--- src/rtl/k_nn_pkg.sv ---
// Shared definitions for the K-NN pipeline: default sizes, sorter FSM states,
// and the packed slot-indexing helper also used by the type-inference block.
package k_nn_pkg;
  localparam int K_DEF      = 4;
  localparam int TYPE_W_DEF = 2;
  localparam int DIST_W_DEF = 8;

  typedef enum logic [1:0] {
    IDLE    = 2'b00,
    COLLECT = 2'b01,
    PUBLISH = 2'b10
  } state_t;

  // LSB of slot 'slot' in a packed array of 'width'-bit fields.
  function automatic int slot_lsb(input int slot, input int width);
    return slot * width;
  endfunction
endpackage

--- src/rtl/k_sort_slot.sv ---
// One entry of the sorted neighbour list: chooses between holding its value,
// taking the incoming sample, or shifting down the entry from the slot above.
module k_sort_slot
  import k_nn_pkg::*;
#(
  parameter int DIST_W = DIST_W_DEF,
  parameter int TYPE_W = TYPE_W_DEF
) (
  input  logic              i_keep,
  input  logic              i_take_new,
  input  logic              i_cur_occ,
  input  logic [DIST_W-1:0] i_cur_dist,
  input  logic [TYPE_W-1:0] i_cur_type,
  input  logic              i_up_occ,
  input  logic [DIST_W-1:0] i_up_dist,
  input  logic [TYPE_W-1:0] i_up_type,
  input  logic [DIST_W-1:0] i_new_dist,
  input  logic [TYPE_W-1:0] i_new_type,
  output logic              o_occ,
  output logic [DIST_W-1:0] o_dist,
  output logic [TYPE_W-1:0] o_type
);
  // Keep bits form a prefix of ones, so the first non-keeping slot takes the
  // sample and every later slot shifts down.
  always_comb begin
    o_occ  = i_cur_occ;
    o_dist = i_cur_dist;
    o_type = i_cur_type;
    if (!i_keep) begin
      if (i_take_new) begin
        o_occ  = 1'b1;
        o_dist = i_new_dist;
        o_type = i_new_type;
      end else begin
        o_occ  = i_up_occ;
        o_dist = i_up_dist;
        o_type = i_up_type;
      end
    end
  end
endmodule

--- src/rtl/k_sort.sv ---
// Streaming K-smallest sorter: inserts one (distance, type) sample per cycle
// and publishes the sorted list with a one-cycle valid_sort after the last one.
module k_sort
  import k_nn_pkg::*;
#(
  parameter int K      = K_DEF,
  parameter int TYPE_W = TYPE_W_DEF,
  parameter int DIST_W = DIST_W_DEF
) (
  input  logic                    clk,
  input  logic                    rst,
  input  logic                    sample_valid,
  input  logic                    sample_last,
  input  logic [DIST_W-1:0]       sample_distance,
  input  logic [TYPE_W-1:0]       sample_type,
  output logic                    sample_ready,
  output logic [TYPE_W*K-1:0]     k_nearest_neighbours_type,
  output logic [DIST_W*K-1:0]     k_nearest_neighbours_distance,
  output logic [$clog2(K+1)-1:0]  neighbour_count,
  output logic                    valid_sort
);
  localparam int CNT_W = $clog2(K+1);

  state_t                      r_state, w_state_nxt;
  logic                        w_ready, w_accept, w_pub;
  logic [K-1:0]                r_occ, w_occ_nxt, w_le;
  logic [K-1:0][DIST_W-1:0]    r_dist, w_dist_nxt, r_pub_dist;
  logic [K-1:0][TYPE_W-1:0]    r_type, w_type_nxt, r_pub_type;
  logic [CNT_W-1:0]            w_count, r_pub_cnt;
  logic                        r_valid;

  for (genvar j = 0; j < K; j++) begin : g_slot
    logic              w_up_occ, w_take_new;
    logic [DIST_W-1:0] w_up_dist;
    logic [TYPE_W-1:0] w_up_type;

    // Ties are stable: an equal existing distance keeps its place.
    assign w_le[j] = r_occ[j] && (r_dist[j] <= sample_distance);

    if (j == 0) begin : g_head
      assign w_up_occ   = 1'b0;
      assign w_up_dist  = '1;
      assign w_up_type  = '0;
      assign w_take_new = 1'b1;
    end else begin : g_body
      assign w_up_occ   = r_occ[j-1];
      assign w_up_dist  = r_dist[j-1];
      assign w_up_type  = r_type[j-1];
      assign w_take_new = w_le[j-1];
    end

    k_sort_slot #(.DIST_W(DIST_W), .TYPE_W(TYPE_W)) u_slot (
      .i_keep     (w_le[j]),
      .i_take_new (w_take_new),
      .i_cur_occ  (r_occ[j]),
      .i_cur_dist (r_dist[j]),
      .i_cur_type (r_type[j]),
      .i_up_occ   (w_up_occ),
      .i_up_dist  (w_up_dist),
      .i_up_type  (w_up_type),
      .i_new_dist (sample_distance),
      .i_new_type (sample_type),
      .o_occ      (w_occ_nxt[j]),
      .o_dist     (w_dist_nxt[j]),
      .o_type     (w_type_nxt[j])
    );

    assign k_nearest_neighbours_type[slot_lsb(j, TYPE_W) +: TYPE_W]     = r_pub_type[j];
    assign k_nearest_neighbours_distance[slot_lsb(j, DIST_W) +: DIST_W] = r_pub_dist[j];
  end

  always_comb begin
    w_count = '0;
    for (int i = 0; i < K; i++) w_count = w_count + CNT_W'(r_occ[i]);
  end

  always_comb begin
    w_state_nxt = r_state;
    w_ready     = (r_state == IDLE) || (r_state == COLLECT);
    w_accept    = sample_valid && w_ready;
    w_pub       = 1'b0;
    case (r_state)
      IDLE:    if (w_accept) w_state_nxt = sample_last ? PUBLISH : COLLECT;
      COLLECT: if (w_accept && sample_last) w_state_nxt = PUBLISH;
      PUBLISH: begin
        w_pub       = 1'b1;
        w_state_nxt = IDLE;
      end
      default: w_state_nxt = IDLE;
    endcase
  end

  always_ff @(posedge clk) begin
    if (rst) begin
      r_state    <= IDLE;
      r_occ      <= '0;
      r_dist     <= '1;
      r_type     <= '0;
      r_pub_dist <= '1;
      r_pub_type <= '0;
      r_pub_cnt  <= '0;
      r_valid    <= 1'b0;
    end else begin
      r_state <= w_state_nxt;
      r_valid <= w_pub;
      if (w_pub) begin
        for (int i = 0; i < K; i++) begin
          r_pub_dist[i] <= r_occ[i] ? r_dist[i] : '1;
          r_pub_type[i] <= r_occ[i] ? r_type[i] : '0;
        end
        r_pub_cnt <= w_count;
        r_occ     <= '0;
        r_dist    <= '1;
        r_type    <= '0;
      end else if (w_accept) begin
        r_occ  <= w_occ_nxt;
        r_dist <= w_dist_nxt;
        r_type <= w_type_nxt;
      end
    end
  end

  assign sample_ready    = w_ready && !rst;
  assign neighbour_count = r_pub_cnt;
  assign valid_sort      = r_valid;
endmodule

--- config.mk ---
export PLATFORM = sky130hd
export DESIGN_NAME = k_sort
export DESIGN_NICKNAME = d
export VERILOG_FILES = /design/src/rtl/k_nn_pkg.sv /design/src/rtl/k_sort_slot.sv /design/src/rtl/k_sort.sv
export SDC_FILE = /design/constraint.sdc
export NUM_CORES = 1
export LEC_CHECK = 0
export ABC_CLOCK_PERIOD_IN_PS = 2500
export BUFFER_PORTS_ARGS = -buffer_cell sky130_fd_sc_hd__buf_2
export CORE_MARGIN = 4
export CORE_UTILIZATION = 45
export CTS_BUF_LIST = sky130_fd_sc_hd__clkbuf_8 sky130_fd_sc_hd__clkbuf_16
export DETAILED_ROUTE_END_ITERATION = 16
export PLACE_DENSITY_LB_ADDON = 0.2
export SLEW_MARGIN = 20
export SYNTH_ARGS = -nofsm -noshare
export SYNTH_HDL_FRONTEND = slang
export SYNTH_SLANG_ARGS = --single-unit
--- constraint.sdc ---
create_clock -name clk -period 2.5 [get_ports clk]
set_input_delay 0.125 -clock clk [delete_from_list [all_inputs] [get_ports clk]]
set_output_delay 0.125 -clock clk [all_outputs]
set_load 0.03 [all_outputs]
==> results of run 1 <==
layer usage:
| layer | GRT usage (%) | vias to the layer above |
|---|---|---|
| met2 | 33.1 | 89 |
| met3 | 2.95 | 9 |
| met5 | 0 | - |
| li1 | - | 1662 |
| met4 | 7.27 | 0 |
| met1 | 27.8 | 1644 |
stage by stage:
step                hold WS [ns]  cells  area (um2)
detailed placement         0.346    561        4510
global route               0.113    580        4730
global placement           0.337    561        4510
finish                    0.0707    580        4730
CTS                       0.0623    580        4730
floorplan                  0.201    403        4090
repair_timing:
item,in CTS,in global routing
hold buffers,3,0
hold endpoints to repair,2,0
buffers inserted,0,0
final cells by class:
cell class                 instances  area (um2)  area share, %
sequential                        90        1800           38.1
tap                              108         135           2.86
inverter                          16        60.1           1.27
clock buffer                      11         151           3.20
clock inverter                     5        37.5          0.793
timing repair buffer              72         415           8.78
multi-input combinational        278        2130           45.0
path summary, 6_finish.rpt:
| kind | startpoint | end | slack (ns) | cells past startpoint |
|---|---|---|---|---|
| hold / removal | sample_type[1] | g_slot[1].w_up_type[1] | 0.07 | 3 |
| setup / recovery | g_slot[3].w_up_dist[5] | g_slot[3].w_up_dist[3] | 0.31 | 7 |
| hold reg to reg | k_nearest_neighbours_type[7] | k_nearest_neighbours_type[7] | 0.47 | 1 |
| setup reg to reg | g_slot[3].w_up_dist[5] | g_slot[3].w_up_dist[3] | 0.31 | 7 |
kinds of logic (layout without fill, tap and decap cells):
kind of cell	after synthesis	after routing	share of synthesized area, %
buf+inv	35	104	3.83
simple gates	86	86	11.1
compound gates	132	132	24.0
flops	90	90	44.1
fa+ha+maj	35	35	10.9
mux	25	25	6.12
sequential cells by signal, indices dropped and copies added (netlist names):
name	cells
r_state	2
k_nearest_neighbours_type	8
k_nearest_neighbours_distance	32
r_occ	4
g_slot.w_up_dist	24
g_slot.w_up_type	6
neighbour_count	3
r_type	2
r_dist	8
valid_sort	1
Yosys cell counts, types with 3 or more instances:
cell type,number
o211ai_1,13
ha_1,34
dfxtp_1,90
a22oi_1,17
inv_1,16
clkbuf_1,13
nor2b_1,7
nand2b_1,3
o22a_1,32
nand2_1,17
a32o_1,9
a22o_1,3
nor2_1,27
a21oi_1,35
nor3_1,11
o21ai_0,9
nand4_1,8
mux2i_1,25
worst max-delay path, stage by stage, from the launching register on:
cell	delay, ns
dfxtp_1	0.36
ha_1	0.31
a211o_1	0.13
o211ai_1	0.18
a32oi_2	0.53
nand3_4	0.21
nor2_4	0.22
a22oi_1	0.13
report_power, final:
part / internal [W] / leakage [nW] / switching, W
clock network: 0.000419 / 0.0919 / 0.000533
registers: 0.00148 / 0.732 / 0.0000513
logic: 0.000153 / 1.11 / 0.000229
total: 0.00205 / 1.94 / 0.000813
==> impl_metrics.csv, run 1 <==
group,metric,value,unit
status,outcome,"complete, no violations",
logic_synthesis,syn_area_per_cell,10.1,um2
final_layout,drive_gt1_share,20.8,%
clock_tree,cts-root-buf,"clkbuf_8",
clock_tree,htreeDepth,3,
critical_path,cp_max_fo,9,
run,max_cap_viol_count,0,
place,pre_cts_slack,0.281,ns
logic_synthesis,synth_edf_count,0,
route,m1WireLength,4.89,mm
sta,tightest_slew,0.522,ns
route,drt-initial-drc-count,141,
floorplanning,initial_core_util,46.6,%
sta,fin_tns_setup,0,ns
final_layout,final_common_cell,"dfxtp_1",
critical_path,crit_type,"register to register",
clock_tree,cts_buffers,9,
sta,rsz0062_at_grt,"false",
critical_path,crit_path_end_kind,"register",
sta,timing.final.crit_share,87.7,%
power,ir_worst_vdd,0.248,mV
logic_synthesis,async_reset_ff_share,0,%
route,vias_per_cell,5.87,
logic_synthesis,yosysSeqAreaShare,44.1,%
logic_synthesis,syn_inst,403,
sta,fmaxAchievable,0.456,GHz
sta,hold_viol,0,
route,final_antenna_net_count,0,
sta,finalClockSkew,0.00844,ns
route,drtPass1Iterations,4,
route,wl_per_cell,17.9,um
power,finalPower,0.00286,W
route,route.detailed.drc,0,
clock_tree,clk_transition_reported_paths,0.09,ns
route,routed.top_layer,"met4",
route,wl,10.4,mm
place,io_buffer_count,58,
final_layout,n_fill_cell,815,
floorplanning,ios,59,
global_route,grt_pass1_vias,3312,
final_layout,final_nets,516,
logic_synthesis,netlist_top_cells_area,"dfxtp_1 44%, ha_1 10%, o22a_1 6.9%, mux2i_1 6.1%, a21oi_1 4.3%",
min_path,hold_path.class,"primary input to register",
place,hpwl,7.60,mm
global_route,antenna_found_initial,0,
logic_synthesis,synth_top_cell_by_area,"dfxtp_1",
final_layout,final_util,54.0,%
floorplanning,core_area,8760,um2
critical_path,crit_arrival,2.43,ns
global_route,grt_remaining_overflow,0,
power,leakagePower,1.94,nW
global_route,grt_first_pass_wirelength,16.9,mm
route,routed-wl-met2,4.87,mm
final_layout,n_antenna_cell,0,
critical_path,startpoint_type,"register",
route,vias,3404,
global_route,grt_start_max_net_pins,64,
global_route,groute.usage.overall,20.4,%
sta,report.final.slew_viol_count,0,
final_layout,area_growth,15.8,%
logic_synthesis,synth_area,4090,um2
route,route.met3.wl,537,um
sta,finalSetupViolCount,0,
logic_synthesis,syn_nets,452,
clock_tree,cts_resized,0,
logic_synthesis,synth.ff_latch_count,90,
place,place_congestion,0.871,
logic_synthesis,synth_ff_type,"dfxtp_1",
sta,fin_ws,0.308,ns
sta,fin_crit,2.19,ns
floorplanning,die-area,10700,um2
clock_tree,cts_buffer_depth,2,
floorplanning,row_count,34,
power,p_per_area,605,nW/um2
logic_synthesis,yosysWarnings,0,
floorplanning,die_h,103,um
logic_synthesis,synthDominantCellAreaShare,44.1,%
sta,slew_headroom,65.2,%
clock_tree,cts_tree,"built",
final_layout,layout_common_cells,"90 x dfxtp_1, 58 x buf_2, 35 x a21oi_1",
critical_path,required,2.74,ns
logic_synthesis,synth_cell_types,45,
floorplanning,chipWidth,103,um
clock_tree,clock_sinks,90,
clock_tree,clk_latency,0.36,ns
Note: power is estimated with default switching activity, not from simulation.
==> run 2, diff against run 1 <==
ABC_AREA = 1   (was default)
==> impl_metrics.csv, run 2 <==
group,metric,value,unit
status,outcome,"complete, no violations",
critical_path,crit_arrival,2.47,ns
critical_path,rrSetupSlack,0.28,ns
final_layout,n_antenna_cell,0,
global_route,grt_pass1_vias,3889,
critical_path,cp_max_fo,11,
logic_synthesis,synthDominantCellAreaShare,41.5,%
clock_tree,htreeDepth,3,
final_layout,largest_reg_flops,32,
place,place_congestion,0.884,
route,route.detailed.drc,0,
route,wl_per_cell,15.2,um
logic_synthesis,synth_ff_type,"dfxtp_1",
sta,timing.final.crit_share,88.8,%
global_route,groute.usage.overall,20.8,%
route,drt-initial-drc-count,245,
sta,fin_tns_setup,0,ns
critical_path,crit_family,"simple AND/OR/NAND/NOR gates",
logic_synthesis,post-synth-top-count-cell,"nand2_1",
sta,fin_crit,2.22,ns
place,io_buffer_count,58,
critical_path,crit_slowest_cell,"dfxtp_1",
floorplanning,ios,59,
floorplanning,die_h,106,um
power,leakagePower,2.43,nW
critical_path,setup.worst_path.start,"g_slot[3].w_up_dist[7]",
power,ir_worst_vdd,0.390,mV
final_layout,drive_gt1_share,15.3,%
power,p_per_area,666,nW/um2
floorplanning,chipWidth,106,um
clock_tree,clock_sinks,90,
sta,tightest_slew,0.634,ns
min_path,hp-start,"sample_distance[5]",
logic_synthesis,synth_area,4340,um2
logic_synthesis,synth_edf_count,0,
min_path,holdPathStages,5,
global_route,antenna_found_initial,0,
route,drtPass1Iterations,5,
critical_path,required,2.75,ns
clock_tree,cts_setup_buffers,0,
place,hpwl,8.15,mm
min_path,hold_path.class,"primary input to register",
global_route,grt_start_max_net_pins,52,
final_layout,area_growth,14.0,%
critical_path,crit_type,"register to register",
clock_tree,cts_tree,"built",
sta,slew_headroom,57.7,%
floorplanning,core_area,9330,um2
global_route,grt_first_pass_wirelength,18.8,mm
critical_path,crit_path_end_kind,"register",
clock_tree,cts_buffer_depth,2,
global_route,grt_remaining_overflow,0,
clock_tree,clk_latency,0.36,ns
logic_synthesis,async_reset_ff_share,0,%
sta,finalSetupViolCount,0,
run,max_cap_viol_count,0,
critical_path,critPathBufInv,1,
logic_synthesis,yosysWarnings,0,
route,final_antenna_net_count,0,
critical_path,r2r-end,"r_occ[2]",
critical_path,r2r_cells,10,
logic_synthesis,netlist_top_cells_area,"dfxtp_1 42%, nand2_1 12%, ha_1 9.8%, nand3_1 7.5%, inv_1 4.8%",
sta,report.final.slew_viol_count,0,
logic_synthesis,synth_common_cells,"142 x nand2_1, 90 x dfxtp_1, 65 x nand3_1, 55 x inv_1, 53 x nor2_1",
clock_tree,cts_buffers,9,
logic_synthesis,synth_cell_types,30,
min_path,holdPathEnd,"r_dist[29]",
critical_path,slowest_delay,0.36,ns
logic_synthesis,syn_area_per_cell,7.75,um2
final_layout,final_common_cell,"nand2_1",
floorplanning,die-area,11300,um2
sta,fmaxAchievable,0.450,GHz
floorplanning,row_count,35,
critical_path,rr_startpoint,"g_slot[3].w_up_dist[7]",
clock_tree,clk_transition_reported_paths,0.10,ns
floorplanning,initial_core_util,46.5,%
final_layout,layout_common_cells,"142 x nand2_1, 90 x dfxtp_1, 65 x nand3_1",
logic_synthesis,yosysSeqAreaShare,41.5,%
route,vias,3986,
logic_synthesis,syn_nets,609,
sta,rsz0062_at_grt,"false",
critical_path,path_cells,"ha_1 -> nand2_1 -> nor2_1 -> nand2_1 -> nand2_1 -> nand2_1 -> nand2_1 -> nand2_1 -> o21ai_0 -> inv_1",
sta,finalClockSkew,0.0174,ns
final_layout,final_util,53.1,%
critical_path,cp_common_cell,"nand2_1",
sta,hold_viol,0,
route,wl,11.3,mm
logic_synthesis,syn_inst,560,
final_layout,final_nets,661,
logic_synthesis,synth_top_cell_by_area,"dfxtp_1",
clock_tree,cts-root-buf,"clkbuf_8",
logic_synthesis,synth.ff_latch_count,90,
route,vias_per_cell,5.35,
critical_path,startpoint_type,"register",
## run 2: worst max-delay path by stage
stage	endpoint	cells after the start	slack, ns
final	r_occ[2]	10	0.28
after CTS	r_occ[2]	10	0.31
after global placement	r_occ[2]	12	0.39
after global routing	r_occ[2]	10	0.09
after floorplan	neighbour_count[1]	7	0.41
after detailed placement	r_occ[2]	12	0.31
## run 2: worst reg2reg max path: cells and delay by family, from the launching register on
kind / cells / cell delay [ns]
simple gates: 7 / 1.10
flops: 1 / 0.36
fa+ha+maj: 1 / 0.30
compound gates: 1 / 0.29
buf+inv: 1 / 0.07
## run 2: final cells by class
| cell class | count | area (um2) |
|---|---|---|
| sequential | 90 | 1800 |
| clock inverter | 5 | 80.1 |
| timing repair buffer | 67 | 363 |
| multi-input combinational | 384 | 2180 |
| inverter | 60 | 225 |
| tap | 129 | 161 |
| fill | 915 | 4380 |
| clock buffer | 10 | 138 |
## run 2: metal layers
layer / global-route usage (%) / share of wire [%] / wire length (um) / up-vias
met5: 0 / 0 / 0 / -
met4: 8.88 / 2.8 / 312 / 0
met3: 3.22 / 4.8 / 544 / 29
met2: 33.6 / 46 / 5170 / 116
met1: 27.5 / 47 / 5280 / 1866
li1: - / - / - / 1975
## run 2: what timing repair did
action                    in CTS  in global routing
hold buffers                   2                  0
resized for setup              0                  0
hold endpoints to repair       2                  0
## run 2: power breakdown
part	internal (W)	switching (W)	leakage [nW]	total [W]
sequential	0.00151	0.0000632	0.737	0.00157
combinational	0.000202	0.000410	1.59	0.000612
clock	0.000584	0.000531	0.110	0.00112
total	0.00229	0.00100	2.43	0.00330
## run 2: kinds of logic after synthesis
kind of cell	after synthesis	share of synthesized area [%]
and+or+nand+nor	271	26.4
buffers and inverters	86	8.45
adders and majority gates	35	10.3
DFF	90	41.5
AOI/OAI and AO/OA	78	13.4
## run 2: through the flow
step / hold WS, ns / cell area (um2) / power [W] / instances / setup slack [ns]
detailed placement: 0.326 / 4710 / 0.00220 / 728 / 0.310
global route: 0.133 / 4950 / 0.00347 / 745 / 0.0926
floorplan: 0.197 / 4340 / 0.00204 / 560 / 0.408
finish: 0.113 / 4950 / 0.00330 / 745 / 0.280
global placement: 0.316 / 4710 / 0.00218 / 728 / 0.386
CTS: 0.104 / 4950 / 0.00330 / 745 / 0.312
==> run 3, diff against run 2 <==
BUFFER_PORTS_ARGS = default   (was -buffer_cell sky130_fd_sc_hd__buf_2)
DONT_BUFFER_PORTS = 1   (was default)
==> impl_metrics.csv, run 3 (synthesis results as in run 2) <==
group,metric,value,unit
place,hpwl,8.00,mm
global_route,grt_pass1_vias,3614,
sta,finalClockSkew,0.0101,ns
critical_path,r2r_cells,10,
route,route.detailed.drc,0,
global_route,grt_start_max_net_pins,52,
place,io_buffer_count,0,
global_route,grt_remaining_overflow,0,
final_layout,largest_reg_flops,32,
final_layout,stdcell_count,693,
floorplanning,die-area,11300,um2
run,max_cap_viol_count,0,
route,final_antenna_net_count,0,
clock_tree,cts_buffers,9,
sta,fin_tns_setup,0,ns
place,pre_cts_slack,0.518,ns
route,vias_per_cell,5.47,
power,swShare,31.1,%
final_layout,area_growth,8.39,%
clock_tree,cts_tree,"built",
final_layout,final_nets,608,
critical_path,rrSetupSlack,0.52,ns
clock_tree,cts_setup_buffers,0,
power,finalPower,0.00323,W
clock_tree,clk_transition_reported_paths,0.09,ns
sta,fin_ws,0.522,ns
min_path,hold_path.class,"primary input to register",
final_layout,drive_gt1_share,6.74,%
min_path,holdPathStages,4,
critical_path,crit_path_end_kind,"register",
route,drt-initial-drc-count,256,
floorplanning,chipWidth,106,um
route,drtPass1Iterations,4,
clock_tree,cts-root-buf,"clkbuf_8",
power,p_int,0.00222,W
sta,tightest_slew,0.669,ns
power,power_switching,0.00100,W
floorplanning,ios,59,
power,clkPwrFrac,32.9,%
global_route,antenna_found_initial,0,
sta,slew_headroom,55.4,%
power,p_per_area,686,nW/um2
place,place_congestion,0.887,
critical_path,r2r-end,"g_slot[3].w_up_type[0]",
final_layout,stdcell_area,4700,um2
floorplanning,row_count,35,
final_layout,final_common_cell,"nand2_1",
sta,report.final.slew_viol_count,0,
floorplanning,core_area,9330,um2
power,combPwrFrac,17.9,%
sta,hold_viol,0,
critical_path,rr_startpoint,"g_slot[3].w_up_dist[5]",
critical_path,crit_path_end,"g_slot[3].w_up_type[0]",
critical_path,startpoint_type,"register",
final_layout,layout_common_cells,"142 x nand2_1, 90 x dfxtp_1, 65 x nand3_1",
sta,finalSetupViolCount,0,
final_layout,n_antenna_cell,0,
place,dp.cells,670,
place,placed_cell_area,4420,um2
clock_tree,cts_buffer_depth,2,
route,wl_per_cell,16.3,um
power,ir_worst_vdd,0.259,mV
clock_tree,htreeDepth,3,
critical_path,required,2.77,ns
floorplanning,initial_core_util,46.5,%
clock_tree,clk_latency,0.37,ns
global_route,grt_first_pass_wirelength,18.5,mm
global_route,groute.usage.overall,20.6,%
status,outcome,"complete, no violations",
critical_path,setup.worst_path.start,"g_slot[3].w_up_dist[5]",
critical_path,crit_arrival,2.25,ns
critical_path,cp_max_fo,10,
critical_path,crit_type,"register to register",
route,wl,11.3,mm
sta,rsz0062_at_grt,"false",
power,seq_power_share,49.2,%
floorplanning,die_h,106,um
clock_tree,clock_sinks,90,
route,vias,3789,
sta,fin_crit,1.98,ns
sta,fmaxAchievable,0.505,GHz
sta,timing.final.crit_share,79.1,%
power,leakagePower,2.25,nW
[run 3: cell count changes in the layout (fill, tap and decap cells not counted)]
cell / previous run / this run
clkinvlp_4: 1 / 2
clkbuf_8: 10 / 11
buf_2: 58 / 0
bufinv_16: 2 / 1
inv_1: 56 / 55
dlygate4sd3_1: 2 / 7
clkinv_4: 1 / 2
[run 3: critical path, cell delays in order (launching register included)]
cell	delay (ns)
dfxtp_1	0.37
ha_1	0.32
nand2_1	0.06
nor2_1	0.13
nand2_1	0.07
nand2_1	0.06
nand2_1	0.15
a21oi_2	0.42
nand2_1	0.09
nor2_1	0.15
nor2_1	0.06
[run 3: layer usage]
metal,track usage (%),wire length (um),vias up
met5,0,0,-
met4,8.14,253,0
met3,4.61,749,26
met2,32.6,5170,127
met1,27.2,5120,1770
li1,-,-,1866
[run 3: area by class of cell]
type / instances / area (um2)
Clock buffer: 11 / 151
Clock inverter: 5 / 62.6
Fill cell: 903 / 4620
Inverter: 60 / 225
Multi-Input combinational cell: 384 / 2180
Sequential cell: 90 / 1800
Tap cell: 129 / 161
Timing Repair Buffer: 14 / 123
[run 3: power by group through the flow]
stage | sequential, W | clock, W | combinational, W
finish | 0.00159 | 0.00106 | 0.000576
global route | 0.00160 | 0.00115 | 0.000662
CTS | 0.00159 | 0.00108 | 0.000572
detailed placement | 0.00162 | 0 | 0.000560
global placement | 0.00162 | 0 | 0.000543
floorplan | 0.00159 | 0 | 0.000448
[run 3: how the worst min path moves through the flow]
stage	startpoint	end	slack (ns)
global route	sample_distance[2]	r_dist[26]	0.04
global placement	rst	r_state[1]	0.20
finish	sample_distance[4]	r_dist[28]	0.01
floorplan	rst	r_state[1]	0.20
CTS	sample_distance[2]	r_dist[26]	0.0004
detailed placement	rst	r_state[1]	0.20
[run 3: repair_timing]
action,CTS,global route
gates resized for setup,0,0
endpoints found under the hold margin,7,0
hold buffers,7,0
[run 3: stage by stage]
step	hold WS, ns	util (%)
6_report	0.0140	50.4
5_1_grt	0.0356	50.4
4_1_cts	0.000367	50.4
3_5_place_dp	0.200	47.4
3_3_place_gp	0.199	47.4
2_1_floorplan	0.197	-
